<file path="config.mk">
export PLATFORM = sky130hd
export DESIGN_NAME = vga_sync_buf_flat
export DESIGN_NICKNAME = d
export VERILOG_FILES = /design/src/rtl/vga_sync_buf_pkg.sv /design/src/rtl/vga_sync_buf_if.sv /design/src/rtl/vga_sync_buf_pixel_fifo.sv /design/src/rtl/vga_sync_buf.sv /design/src/flat_wrapper.sv
export SDC_FILE = /design/constraint.sdc
export NUM_CORES = 1
export LEC_CHECK = 0
export CAP_MARGIN = 20
export CORE_MARGIN = 10
export CORE_UTILIZATION = 55
export CTS_CLUSTER_DIAMETER = 40
export DETAILED_ROUTE_END_ITERATION = 8
export DONT_BUFFER_PORTS = 1
export PLACE_DENSITY = 0.7
export SLEW_MARGIN = 10
export SYNTH_ARGS = -nofsm -noshare
export SYNTH_HDL_FRONTEND = slang
export SYNTH_HIERARCHICAL = 1
export SYNTH_SLANG_ARGS = --single-unit
export TNS_END_PERCENT = 1
</file>
<file path="constraint.sdc">
create_clock -name clk -period 4.1 [get_ports clk]
set_clock_uncertainty 0.05 [all_clocks]
set_input_delay 1.23 -clock clk [delete_from_list [all_inputs] [get_ports clk]]
set_output_delay 1.23 -clock clk [all_outputs]
set_load 0.005 [all_outputs]
</file>
<file path="src/rtl/vga_sync_buf_pkg.sv">
// Shared types, default VGA 640x480 timing and sizing helpers for the video output stage.
package vga_pkg;
  localparam int CD_DEF         = 12;
  localparam int HD_DEF         = 640;
  localparam int HF_DEF         = 16;
  localparam int HS_DEF         = 96;
  localparam int HB_DEF         = 48;
  localparam int VD_DEF         = 480;
  localparam int VF_DEF         = 10;
  localparam int VS_DEF         = 2;
  localparam int VB_DEF         = 33;
  localparam int CLK_DIV_DEF    = 4;
  localparam int FIFO_DEPTH_DEF = 16;

  typedef logic [CD_DEF-1:0] rgb_t;

  function automatic int total(input int d, input int f, input int s, input int b);
    return d + f + s + b;
  endfunction

  // Width of a counter that runs 0..n-1; never narrower than one bit.
  function automatic int cnt_w(input int n);
    return (n <= 2) ? 1 : $clog2(n);
  endfunction
endpackage

</file>
<file path="src/rtl/vga_sync_buf_if.sv">
// Upstream pixel stream: valid/ready handshake carrying one pixel per beat.
interface vga_sync_buf_if
  import vga_pkg::*;
#(
  parameter int CD = CD_DEF
);
  logic [CD-1:0] rgb;
  logic          valid;
  logic          ready;

  modport master (output rgb, output valid, input ready);
  modport slave  (input rgb, input valid, output ready);
endinterface

</file>
<file path="src/rtl/vga_sync_buf_pixel_fifo.sv">
// Register-based synchronous pixel FIFO with push/pop/flush; head is readable the cycle after push.
module pixel_fifo #(
  parameter int W     = 12,
  parameter int DEPTH = 16
) (
  input  logic         clk,
  input  logic         rst_n,
  input  logic         push,
  input  logic [W-1:0] din,
  input  logic         pop,
  input  logic         flush,
  output logic [W-1:0] head,
  output logic         full,
  output logic         empty
);
  localparam int AW = $clog2(DEPTH);
  localparam int CW = AW + 1;

  logic [DEPTH-1:0][W-1:0] mem;
  logic [AW-1:0]           wr_ptr, rd_ptr;
  logic [CW-1:0]           count;

  always_ff @(posedge clk) begin
    if (push) mem[wr_ptr] <= din;
  end

  always_ff @(posedge clk or negedge rst_n) begin
    if (!rst_n) begin
      wr_ptr <= '0;
      rd_ptr <= '0;
      count  <= '0;
    end else if (flush) begin
      rd_ptr <= wr_ptr;
      count  <= '0;
    end else begin
      if (push) wr_ptr <= wr_ptr + 1'b1;
      if (pop)  rd_ptr <= rd_ptr + 1'b1;
      case ({push, pop})
        2'b10:   count <= count + 1'b1;
        2'b01:   count <= count - 1'b1;
        default: count <= count;
      endcase
    end
  end

  assign head  = mem[rd_ptr];
  assign full  = (count == CW'(DEPTH));
  assign empty = (count == '0);
endmodule

</file>
<file path="src/rtl/vga_sync_buf.sv">
// VGA output stage: pixel-tick divider, raster counters, sync decode and a pixel FIFO
// that is flushed at the start of vertical blanking so upstream can re-lock to the raster.
module vga_sync_buf
  import vga_pkg::*;
#(
  parameter int CD         = CD_DEF,
  parameter int HD         = HD_DEF,
  parameter int HF         = HF_DEF,
  parameter int HS         = HS_DEF,
  parameter int HB         = HB_DEF,
  parameter int VD         = VD_DEF,
  parameter int VF         = VF_DEF,
  parameter int VS         = VS_DEF,
  parameter int VB         = VB_DEF,
  parameter int CLK_DIV    = CLK_DIV_DEF,
  parameter int FIFO_DEPTH = FIFO_DEPTH_DEF
) (
  input  logic                clk,
  input  logic                rst_n,
  vga_sync_buf_if.slave       s,
  output logic                frame_sync,
  output logic                hsync,
  output logic                vsync,
  output logic [CD-1:0]       rgb,
  output logic                underflow
);
  localparam int HT = total(HD, HF, HS, HB);
  localparam int VT = total(VD, VF, VS, VB);
  localparam int HW = cnt_w(HT);
  localparam int VW = cnt_w(VT);
  localparam int DW = cnt_w(CLK_DIV);

  localparam logic [DW-1:0] DIV_LAST = DW'(CLK_DIV - 1);
  localparam logic [HW-1:0] H_LAST   = HW'(HT - 1);
  localparam logic [HW-1:0] H_DISP   = HW'(HD);
  localparam logic [HW-1:0] HS_BEG   = HW'(HD + HF);
  localparam logic [HW-1:0] HS_END   = HW'(HD + HF + HS - 1);
  localparam logic [VW-1:0] V_LAST   = VW'(VT - 1);
  localparam logic [VW-1:0] V_DISP   = VW'(VD);
  localparam logic [VW-1:0] VS_BEG   = VW'(VD + VF);
  localparam logic [VW-1:0] VS_END   = VW'(VD + VF + VS - 1);

  logic [DW-1:0] div;
  logic [HW-1:0] h;
  logic [VW-1:0] v;
  logic          tick, video_on, flush, push, pop, ready;
  logic          full, empty;
  logic [CD-1:0] head;

  assign tick = (div == DIV_LAST);

  always_ff @(posedge clk or negedge rst_n) begin
    if (!rst_n) begin
      div <= '0;
      h   <= '0;
      v   <= '0;
    end else begin
      div <= tick ? '0 : div + 1'b1;
      if (tick) begin
        if (h == H_LAST) begin
          h <= '0;
          v <= (v == V_LAST) ? '0 : v + 1'b1;
        end else begin
          h <= h + 1'b1;
        end
      end
    end
  end

  assign video_on = (h < H_DISP) && (v < V_DISP);
  assign flush    = tick && (h == '0) && (v == V_DISP);
  assign pop      = tick && video_on && !empty;
  // A pop frees the slot in the same cycle, so a full FIFO still accepts then.
  assign ready    = !(full && !pop) && !flush;
  assign push     = s.valid && ready;
  assign s.ready  = ready;

  pixel_fifo #(.W(CD), .DEPTH(FIFO_DEPTH)) u_fifo (
    .clk   (clk),
    .rst_n (rst_n),
    .push  (push),
    .din   (s.rgb),
    .pop   (pop),
    .flush (flush),
    .head  (head),
    .full  (full),
    .empty (empty)
  );

  // Outputs describe the pixel held before the tick edge, keeping sync and colour aligned.
  always_ff @(posedge clk or negedge rst_n) begin
    if (!rst_n) begin
      hsync      <= 1'b1;
      vsync      <= 1'b1;
      rgb        <= '0;
      frame_sync <= 1'b0;
      underflow  <= 1'b0;
    end else begin
      frame_sync <= flush;
      if (tick) begin
        hsync <= !((h >= HS_BEG) && (h <= HS_END));
        vsync <= !((v >= VS_BEG) && (v <= VS_END));
        rgb   <= pop ? head : '0;
      end
      if (tick && video_on && empty) underflow <= 1'b1;
      else if (frame_sync)           underflow <= 1'b0;
    end
  end
endmodule
</file>
<file path="src/flat_wrapper.sv">
// flat-port wrapper written by rule: the top's interface ports become plain ports
module vga_sync_buf_flat import vga_pkg::*;
#(
  parameter int CD         = CD_DEF,
  parameter int HD         = HD_DEF,
  parameter int HF         = HF_DEF,
  parameter int HS         = HS_DEF,
  parameter int HB         = HB_DEF,
  parameter int VD         = VD_DEF,
  parameter int VF         = VF_DEF,
  parameter int VS         = VS_DEF,
  parameter int VB         = VB_DEF,
  parameter int CLK_DIV    = CLK_DIV_DEF,
  parameter int FIFO_DEPTH = FIFO_DEPTH_DEF
)
  (clk, rst_n, frame_sync, hsync, vsync, rgb, underflow, s_rgb, s_valid, s_ready);
  vga_sync_buf_if #(.CD(CD)) s_i ();
  input  logic clk;
  input  logic rst_n;
  output logic frame_sync;
  output logic hsync;
  output logic vsync;
  output logic [CD-1:0] rgb;
  output logic underflow;
  input wire logic [$bits(s_i.rgb)-1:0] s_rgb;
  input wire logic [$bits(s_i.valid)-1:0] s_valid;
  output wire logic [$bits(s_i.ready)-1:0] s_ready;
  assign s_i.rgb = s_rgb;
  assign s_i.valid = s_valid;
  assign s_ready = s_i.ready;
  vga_sync_buf #(.CD(CD), .HD(HD), .HF(HF), .HS(HS), .HB(HB), .VD(VD), .VF(VF), .VS(VS), .VB(VB), .CLK_DIV(CLK_DIV), .FIFO_DEPTH(FIFO_DEPTH)) u_core (.clk(clk), .rst_n(rst_n), .s(s_i), .frame_sync(frame_sync), .hsync(hsync), .vsync(vsync), .rgb(rgb), .underflow(underflow));
endmodule
</file>
After elaboration in Yosys (flattened, before gate mapping)
Index checks and enable logic that the tools add are counted.
{"block": "word_totals", "reg_bits": 243, "input_bits": 15, "output_inout_bits": 17, "elab_cells": 91}
{"block": "op_classes", "n_addsub": 7, "order_cmp": 9, "n_eq_ne": 7, "mux": 15, "n_bitwise": 1, "n_reduce_logical": 25}
{"cell": "$bwmux W192", "n": 1}
{"cell": "$bmux W12 S4", "n": 1}
{"cell": "$demux W12 S4", "n": 1}
{"cell": "$mux W12", "n": 3}
{"cell": "$add A10 B1 Y10 const B", "n": 2}
{"cell": "$eq A10 B10 Y1 const B", "n": 2}
{"cell": "$mux W10", "n": 2}
{"cell": "$logic_and A1 B1 Y1", "n": 12}
{"cell": "$eq A10 B9 Y1 const B", "n": 1}
{"cell": "$ge A10 B10 Y1 const B", "n": 1}
{"cell": "$ge A10 B9 Y1 const B", "n": 1}
{"cell": "$le A10 B10 Y1 const B", "n": 1}
{"cell": "$le A10 B9 Y1 const B", "n": 1}
{"cell": "$logic_not A10 Y1", "n": 1}
{"cell": "$lt A10 B10 Y1 const B", "n": 1}
{"cell": "$lt A10 B9 Y1 const B", "n": 1}
{"cell": "$lt A4 B5 Y1 const B", "n": 2}
{"cell": "$pmux W5 S2", "n": 1}
{"cell": "$add A4 B1 Y4 const B", "n": 2}
{"cell": "$mux W4", "n": 2}
{"cell": "$logic_not A1 Y1", "n": 6}
{"cell": "$add A5 B1 Y5 const B", "n": 1}
{"cell": "$eq A5 B5 Y1 const B", "n": 1}
{"cell": "$logic_not A5 Y1", "n": 1}
{"cell": "12 further kinds", "n": 16}

Longest topological paths before layout
Gate-level depths: netlist of run 1.
{"block": "logic_depth", "word_depth": 12, "mapped_depth": 12, "depth_no_buf": 12}

By module
Netlist of run 1, hierarchy kept.
{"module": "pixel_fifo", "n_inst": 1, "cells_each": 401, "area_each_um2": 8195.4, "seq_area_each_um2": 6090.8}
{"module": "vga_sync_buf", "n_inst": 1, "cells_each": 171, "area_each_um2": 1853.0, "seq_area_each_um2": 953.4}

Worst setup path before layout of run 1
Ideal clock, no wire load.
{"block": "synth_path", "path_kind": "register to register", "from": "register u_core.h[4]", "to": "register u_core.u_fifo.count[4]", "setup_ns": 0.125, "arrival_time_ns": 2.936, "required_ns": 3.925, "path_slack_ns": 0.989, "stages_incl_launch_ff": 12, "path_buffers": 1, "period_less_slack_ns": 3.111, "path_cell_list": "dfrtp_1 buf_6 or4_4 nor4_4 a32oi_1 and2_1 nand2b_1 xnor2_1 ha_1 o31a_1 o32ai_1 mux2_2"}
{"block": "synth_via", "elab_chain_len": 12, "word_cells_on_any_way": 18, "classes_between": "order compare: 1; eq/ne: 2; mux: 2; reduce/logical: 13"}
{"element": "from (decl)", "line": "vga_sync_buf.sv:44", "text": "logic [HW-1:0] h;"}
{"element": "from (signal assigned)", "line": "vga_sync_buf.sv:64", "text": "h <= h + 1'b1;"}
{"element": "$lt A10 B10 Y1", "line": "vga_sync_buf.sv:70", "text": "assign video_on = (h < H_DISP) && (v < V_DISP);"}
{"element": "$logic_and A1 B1 Y1", "line": "vga_sync_buf.sv:70"}
{"element": "$logic_and A1 B1 Y1 (2 in a row)", "line": "vga_sync_buf.sv:72", "text": "assign pop = tick && video_on && !empty;"}
{"element": "$logic_not A1 Y1", "line": "vga_sync_buf.sv:74", "text": "assign ready = !(full && !pop) && !flush;"}
{"element": "$logic_and A1 B1 Y1", "line": "vga_sync_buf.sv:74"}
{"element": "$logic_not A1 Y1", "line": "vga_sync_buf.sv:74"}
{"element": "$logic_and A1 B1 Y1 (*)", "line": "vga_sync_buf.sv:74"}
{"element": "net s_ready", "line": "flat_wrapper.sv:27", "text": "output wire logic [$bits(s_i.ready)-1:0] s_ready;"}
{"element": "$logic_and A1 B1 Y1 (*)", "line": "vga_sync_buf.sv:75", "text": "assign push = s.valid && ready;"}
{"element": "net u_core.push", "line": "vga_sync_buf.sv:46", "text": "logic tick, video_on, flush, push, pop, ready;"}
{"element": "$eq A2 B1 Y1 / $eq A2 B2 Y1 (equally long branches)", "line": "vga_sync_buf_pixel_fifo.sv:38", "text": "case ({push, pop})"}
{"element": "$pmux W5 S2", "line": "vga_sync_buf_pixel_fifo.sv:38"}
{"element": "$mux W5", "line": "vga_sync_buf_pixel_fifo.sv:32", "text": "end else if (flush) begin"}
{"element": "to (signal assigned)", "line": "vga_sync_buf_pixel_fifo.sv:39", "text": "2'b10: count <= count + 1'b1;"}
{"element": "to (signal assigned)", "line": "vga_sync_buf_pixel_fifo.sv:40", "text": "2'b01: count <= count - 1'b1;"}
{"element": "to (signal assigned)", "line": "vga_sync_buf_pixel_fifo.sv:41", "text": "default: count <= count;"}
{"element": "to (decl)", "line": "vga_sync_buf_pixel_fifo.sv:21", "text": "logic [CW-1:0] count;"}
Mark *: on every way through the listed nets, which the timed path passes. The rest lies on a longest branch.
A chain may end at the register's enable or synchronous reset.

Worst setup path after layout of run 1
Same ends and word-level chain as after synthesis.

==> flow_summary.json, run 1 <==
{
  "critPathMaxFanout": 10,
  "cts_made_buffers": 30,
  "rsz0062_at_grt": "false",
  "seq_area_frac_synth_pct": 70.10,
  "synth.top_cell.area_share_pct": 57.38,
  "drt_iter0_markers": 337,
  "ctsRootBufferMaster": "clkbuf_16",
  "final_layout_size_suffix_gt1_share_pct": 16.89,
  "multiInputGateArea_um2": 2795,
  "p_leak_nw": 3.893,
  "antenna_found_initial": 0,
  "post_drt_wl_per_cell_um": 24.20,
  "slew_headroom_pct": 33.26,
  "grt-ovfl-total": 0,
  "crit_chain": "or4_4, nor4_4, a32oi_1, and2_1, nand2b_1, xnor2_1, ha_1, o31a_1, o32ai_1, mux2_2",
  "synthCells": 572,
  "nets": 613,
  "ir_drop_mv": 0.4563,
  "critPathMaxStageDelay_ns": 0.59,
  "hold_viol_final": 0,
  "syn_nets": 599,
  "die_w_um": 155.2,
  "p_per_area_nw_per_um2": 652.6,
  "drtPass1Iterations": 4,
  "async_flop_share_pct": 20.99,
  "ys_types": 56,
  "cts_hold_buf": 0,
  "regArea_um2": 7047,
  "coreArea_um2": 17960,
  "hpwl_um": 12280,
  "cp.arrival_ns": 3.67,
  "post-cts-setup-buffer-count": 0,
  "clkLatencyLatePin_ns": 0.56,
  "dr_total_vias": 5236,
  "report.final.slew_viol_count": 0,
  "totalPowerFinal_mw": 7.359,
  "drc": 0,
  "port_buffers": 0,
  "critPathSlowestCell": "or4_4",
  "endpoint_kind": "flip-flop",
  "cts_resized": 0,
  "cts_buffer_depth": 3,
  "io-pin-count": 32,
  "vias_per_cell": 6.241,
  "grt_first_pass_wirelength_um": 31800,
  "die_h_um": 155.2,
  "ys_ff_latch": 243,
  "netlist_top_cells_area": "edfxtp_1 57%, dfrtp_1 12%, mux4_2 7.6%",
  "cts_sinks": 243,
  "syn_avg_cell_area_um2": 17.57,
  "synth_top_area_cell": "edfxtp_1",
  "antenna_left": 0,
  "h-tree-depth": 1,
  "synth_edf_count": 192,
  "syn-cell-area_um2": 10050,
  "fin_crit_ns": 3.311,
  "design_area_um2": 11280,
  "clock.fmax_mhz": 302.0,
  "initial_core_util_pct": 55.94,
  "path_clk_slew_ns": 0.06,
  "tritoncts": "built",
  "grt_pass1_vias": 5412,
  "hp-class": "in -> async",
  "min_period_over_period_pct": 80.75,
  "fin_util_pct": 62.77,
  "worst-setup-path-type": "reg -> reg",
  "worstPathRequired_ns": 4.46,
  "totalWireLength_um": 20310,
  "startpoint_type": "flip-flop",
  "syn_to_final_growth_pct": 12.22,
  "run_status": "completed",
  "num_antenna_cells": 0,
  "place_congestion": 0.8094,
  "worst_slew_pin_slew_ns": 1.001,
  "final_cell_mix": "192 x edfxtp_1, 47 x dfrtp_1, 34 x mux4_2",
  "cap_violations": 0,
  "setup_tns_ns": 0,
  "rows": 49,
  "setup_viol": 0,
  "final_common_cell": "edfxtp_1",
  "placed_area_um2": 10250,
  "grt_use_total_pct": 17.01,
  "grt_max_degree": 52,
  "n_fill_cell": 1272,
  "synth-main-ff-cell": "edfxtp_1",
  "fp.dieArea_um2": 24080,
  "ys_warn_count": 6
}
==> final cells by class <==
class	count	share of cell area, %
Multi-Input combinational cell	287	24.79
Clock buffer	38	7.102
Sequential cell	243	62.49
Clock inverter	18	1.875
Inverter	14	0.4660
Timing Repair Buffer	10	0.7324
Tap cell	229	2.541
==> sequential cells by signal, indices dropped and copies added, names as in the netlist <==
register              flops
u_core/vsync              1
u_core/h                 10
u_core/frame_sync         1
u_core/div                2
u_core/rgb               12
u_core/u_fifo/rd_ptr      4
u_core/hsync              1
u_core/u_fifo/wr_ptr      4
u_core/u_fifo/count       5
u_core/v                 10
u_core/underflow          1
u_core/u_fifo/mem       192
==> worst max-delay path: cells and delay by family (launching register included) <==
family | cells | cell delay [ns]
AND/OR/NAND/NOR | 4 | 1.23
AO/OA/AOI/OAI | 3 | 0.70
flip-flops | 1 | 0.48
multiplexers | 1 | 0.37
adder cells (fa/ha/maj) | 1 | 0.23
XOR/XNOR | 1 | 0.15
==> cells by family (layout without fill, tap and decap cells) <==
group                      after synthesis  count (layout)  synth area share (%)
xor gates and xnor gates                21              21                 1.830
DFF                                    243             243                 70.10
buffers and inverters                   42              80                 2.079
adders and majority gates               12              12                 1.494
AOI/OAI and AO/OA                       64              64                 4.682
muxes                                   52              52                 11.70
and+or+nand+nor                        138             138                 8.106
==> routing by layer <==
metal | track usage (%) | vias to the layer above | part of all wire, % | wire length [um]
met4 | 5.623 | 0 | 2.6 | 519
met1 | 22.61 | 2720 | 43 | 8767
met2 | 27.39 | 154 | 48 | 9775
met5 | 0 | - | 0 | 0
li1 | - | 2320 | - | -
met3 | 3.667 | 42 | 6.1 | 1244
==> final timing paths <==
kind | startpoint | to | slack (ns) | cells after the start
setup / recovery | u_core/h[4] | u_core/u_fifo/count[4] | 0.79 | 10
hold / removal | rst_n | u_core/rgb[3] | 0.32 | 0
setup reg to reg | u_core/h[4] | u_core/u_fifo/count[4] | 0.79 | 10
hold reg to reg | u_core/div[0] | u_core/div[0] | 0.39 | 1
max in group asynchronous | rst_n | u_core/hsync | 3.46 | 0
min in group clk | u_core/div[0] | u_core/div[0] | 0.39 | 1
==> report_power, final <==
part / total [mW] / internal (mW) / switching, mW / leakage [nW]
registers: 3.26 / 2.99 / 0.270 / 2.37
clock network: 2.61 / 1.63 / 0.973 / 0.487
logic: 1.49 / 0.717 / 0.775 / 1.04
==> metrics by stage <==
step / hold WS (ns) / worst slack (ns) / cells
3_3_place_gp: 0.3696 / 0.8853 / 781
3_5_place_dp: 0.3806 / 0.8399 / 782
4_1_cts: 0.3059 / 0.7915 / 838
2_1_floorplan: 0.3599 / 0.9889 / 572
6_report: 0.3230 / 0.7892 / 839
5_1_grt: 0.2980 / 0.6595 / 839
==> cell usage after synthesis (2+ instances only) <==
| master | instances |
|---|---|
| a22oi_1 | 24 |
| mux2_2 | 2 |
| clkbuf_1 | 15 |
| nor4_2 | 2 |
| mux4_1 | 14 |
| o32ai_1 | 3 |
| nor2b_1 | 3 |
| and3_1 | 8 |
| nand4b_1 | 3 |
| nand2_1 | 32 |
| a31oi_1 | 2 |
| a21oi_1 | 3 |
| nor4_1 | 5 |
| o21ai_0 | 10 |
| and3b_1 | 3 |
| nor2_1 | 22 |
| and2_1 | 16 |
| inv_1 | 14 |
| buf_2 | 5 |
| nand2b_1 | 6 |
| xnor2_1 | 16 |
| nand3_1 | 7 |
| or4_1 | 2 |
| mux2i_1 | 2 |
| dfrtp_1 | 49 |
| buf_4 | 2 |
| edfxtp_1 | 192 |
| nand4_1 | 11 |
| nor4_4 | 3 |
| xor2_1 | 5 |
| ha_1 | 12 |
| a22o_1 | 12 |
| buf_6 | 5 |
| dfstp_2 | 2 |
| nor3b_1 | 2 |
| mux4_2 | 34 |
| nor3_1 | 5 |
No activity file was read; power rests on OpenSTA's default activity.
==> inputs of run 2 (changes only) <==
--- a/config.mk
+++ b/config.mk
@@ -11,7 +11,7 @@
 export CTS_CLUSTER_DIAMETER = 40
 export DETAILED_ROUTE_END_ITERATION = 8
 export DONT_BUFFER_PORTS = 1
-export PLACE_DENSITY = 0.7
+export PLACE_DENSITY = 0.73
 export SLEW_MARGIN = 10
 export SYNTH_ARGS = -nofsm -noshare
 export SYNTH_HDL_FRONTEND = slang
==> constraint.sdc (replaced) <==
create_clock -name clk -period 2.9 [get_ports clk]
set_clock_uncertainty 0.05 [all_clocks]
set_input_delay 0.87 -clock clk [delete_from_list [all_inputs] [get_ports clk]]
set_output_delay 0.87 -clock clk [all_outputs]
set_load 0.005 [all_outputs]
==> run 2 against run 1 <==
  * The run now ends with negative setup slack left
  * Via count is 3.8% higher
  * Critical path type unchanged
  * Fmax is 13% higher
  * Wire length is 4.6% higher
  * Sequential share of layout area is 1.5 points lower
  * Clock power is 42% higher
  * Combinational power is 59% higher
  * Utilization is 1.6 points higher
  * Die area stayed put
  * Largest cell class unchanged
  * Register-to-register slack worse by 0.81 ns
  * Count of clock-buffer cells in the layout is 1 lower
  * Critical path depth stayed put
  * Power is 44% higher
==> flow_summary.json, run 2 (synthesis gave the netlist of run 1 again) <==
{
  "run_status": "finished, violations left",
  "violations": "negative setup slack",
  "worstPathRequired_ns": 3.26,
  "cp.arrival_ns": 3.28,
  "path_clk_slew_ns": 0.06,
  "final_layout_size_suffix_gt1_share_pct": 23.38,
  "crit_family": "simple AND/OR/NAND/NOR gates",
  "final_cell_mix": "192 x edfxtp_1, 47 x dfrtp_1, 34 x mux4_2",
  "initial_core_util_pct": 55.94,
  "port_buffers": 0,
  "place_congestion": 0.8464,
  "p_per_area_nw_per_um2": 917.7,
  "hp-class": "in -> async",
  "slew_headroom_pct": 46.22,
  "regArea_um2": 7047,
  "clock.fmax_mhz": 342.5,
  "cts_made_buffers": 29,
  "fin_util_pct": 64.35,
  "hold_slack_ns": 0.1283,
  "worst_slew_pin_slew_ns": 0.8050,
  "setup_viol": 2,
  "coreArea_um2": 17960,
  "final_cells": 862,
  "endpoint_kind": "flip-flop",
  "totalPowerFinal_mw": 10.61,
  "grt_use_total_pct": 17.92,
  "final_common_cell": "edfxtp_1",
  "r2r-start": "u_core/h[4]",
  "placed_cells": 807,
  "clkLatencyLatePin_ns": 0.55,
  "post_drt_wl_per_cell_um": 24.65,
  "cp_num_buf_inv": 0,
  "post-cts-setup-buffer-count": 0,
  "grt_max_degree": 52,
  "drt_iter0_markers": 343,
  "report.final.slew_viol_count": 0,
  "num_antenna_cells": 0,
  "antenna_found_initial": 0,
  "vias_per_cell": 6.305,
  "ir_drop_mv": 0.5999,
  "fp.dieArea_um2": 24080,
  "cts_buffer_depth": 3,
  "drc": 0,
  "grt_pass1_vias": 5765,
  "startpoint_type": "flip-flop",
  "die_h_um": 155.2,
  "io-pin-count": 32,
  "p_leak_nw": 4.058,
  "h-tree-depth": 1,
  "fin_crit_ns": 2.920,
  "rsz0062_at_grt": "true",
  "r2r_setup_slack_ns": -0.02,
  "n_fill_cell": 1203,
  "hpwl_um": 13010,
  "cap_violations": 0,
  "cts_sinks": 243,
  "worst-setup-path-type": "reg -> reg",
  "top_regs": "u_core/u_fifo/mem: 192 flops, u_core/rgb: 12 flops",
  "critPathMaxStageDelay_ns": 0.55,
  "design_area_um2": 11560,
  "reg2reg_depth": 10,
  "syn_to_final_growth_pct": 15.04,
  "crit_chain": "or4_4, nor4_4, a32oi_2, and2_4, nand2b_4, xnor2_1, ha_2, o31a_1, o32ai_2, mux2_4",
  "placed_area_um2": 10490,
  "hold_viol_final": 0,
  "ctsRootBufferMaster": "clkbuf_16",
  "r2r_end": "u_core/u_fifo/count[4]",
  "critPathSlowestCell": "or4_4",
  "totalWireLength_um": 21250,
  "tritoncts": "built",
  "grt-ovfl-total": 0,
  "nets": 637,
  "largest_register_ffs": 192,
  "rows": 49,
  "min_period_over_period_pct": 100.7,
  "critPathMaxFanout": 3,
  "top_register": "u_core/u_fifo/mem",
  "grt_first_pass_wirelength_um": 33560,
  "finalWorstSetupSlack_ns": -0.02013,
  "dr_total_vias": 5435,
  "die_w_um": 155.2,
  "multiInputGateArea_um2": 2854,
  "antenna_left": 0,
  "drtPass1Iterations": 5
}
run 2: changes by cell type in the layout (fill, tap and decap cells not counted), moves of 2 or more:
cell	before	now
clkinv_1	5	0
and3_2	1	5
and2_1	16	11
and3_1	8	4
and2_2	0	4
buf_6	2	0
inv_6	1	4
inv_8	0	2
buf_12	0	2
buf_4	8	32
run 2: area by class of cell:
class                   count  area share (%)
flip-flops and latches    243           60.96
well taps                 229           2.479
multi-input cells         287           24.69
clock inverters            17           2.046
clock buffers              37           6.711
repair buffers             35           2.663
inverters                  14          0.4546
run 2: worst max-delay path by stage:
stage                                       from                      to  slack [ns]  cells after the start
after floorplan                      u_core/h[4]  u_core/u_fifo/count[4]       -0.04                     11
after global placement    u_core/u_fifo/count[2]  u_core/u_fifo/count[4]        0.04                     12
after detailed placement             u_core/h[4]  u_core/u_fifo/count[4]       -0.04                     10
after CTS                            u_core/h[4]  u_core/u_fifo/count[4]       -0.06                     10
after global routing      u_core/u_fifo/count[2]  u_core/u_fifo/count[4]       -0.14                     12
final                                u_core/h[4]  u_core/u_fifo/count[4]       -0.02                     10
run 2: timing repair:
item | in CTS | in global routing
resized for setup | 0 | 13
endpoints found under the setup margin | 2 | 119
hold buffers | 1 | 0
pin swaps | 0 | 1
endpoints found under the hold margin | 49 | 0
run 2: layer usage:
| metal | vias to the layer above | track usage, % | share of wire [%] |
|---|---|---|---|
| met5 | - | 0 | 0 |
| met4 | 0 | 4.408 | 2.2 |
| met3 | 42 | 3.970 | 6.7 |
| met2 | 176 | 29.38 | 50 |
| met1 | 2851 | 23.88 | 42 |
| li1 | 2366 | - | - |
run 2: stage by stage:
step / TNS (ns) / worst slack, ns
floorplan: -0.04103 / -0.04103
detailed placement: -0.04127 / -0.04127
CTS: -0.09073 / -0.06083
finish: -0.02434 / -0.02013
global placement: 0 / 0.03662
global route: -0.2646 / -0.1382
run 2: worst reg2reg max path, stage by stage (launching register included):
cell      delay (ns)
dfrtp_1         0.38
or4_4           0.55
nor4_4          0.21
a32oi_2         0.16
and2_4          0.17
nand2b_4        0.15
xnor2_1         0.14
ha_2            0.19
o31a_1          0.25
o32ai_2         0.24
mux2_4          0.32
run 2: where the power goes:
part	leakage, nW	total [mW]	internal (mW)	switching (mW)
clock	0.492	3.70	2.29	1.41
combinational	1.20	2.37	1.13	1.24
sequential	2.37	4.54	4.22	0.315
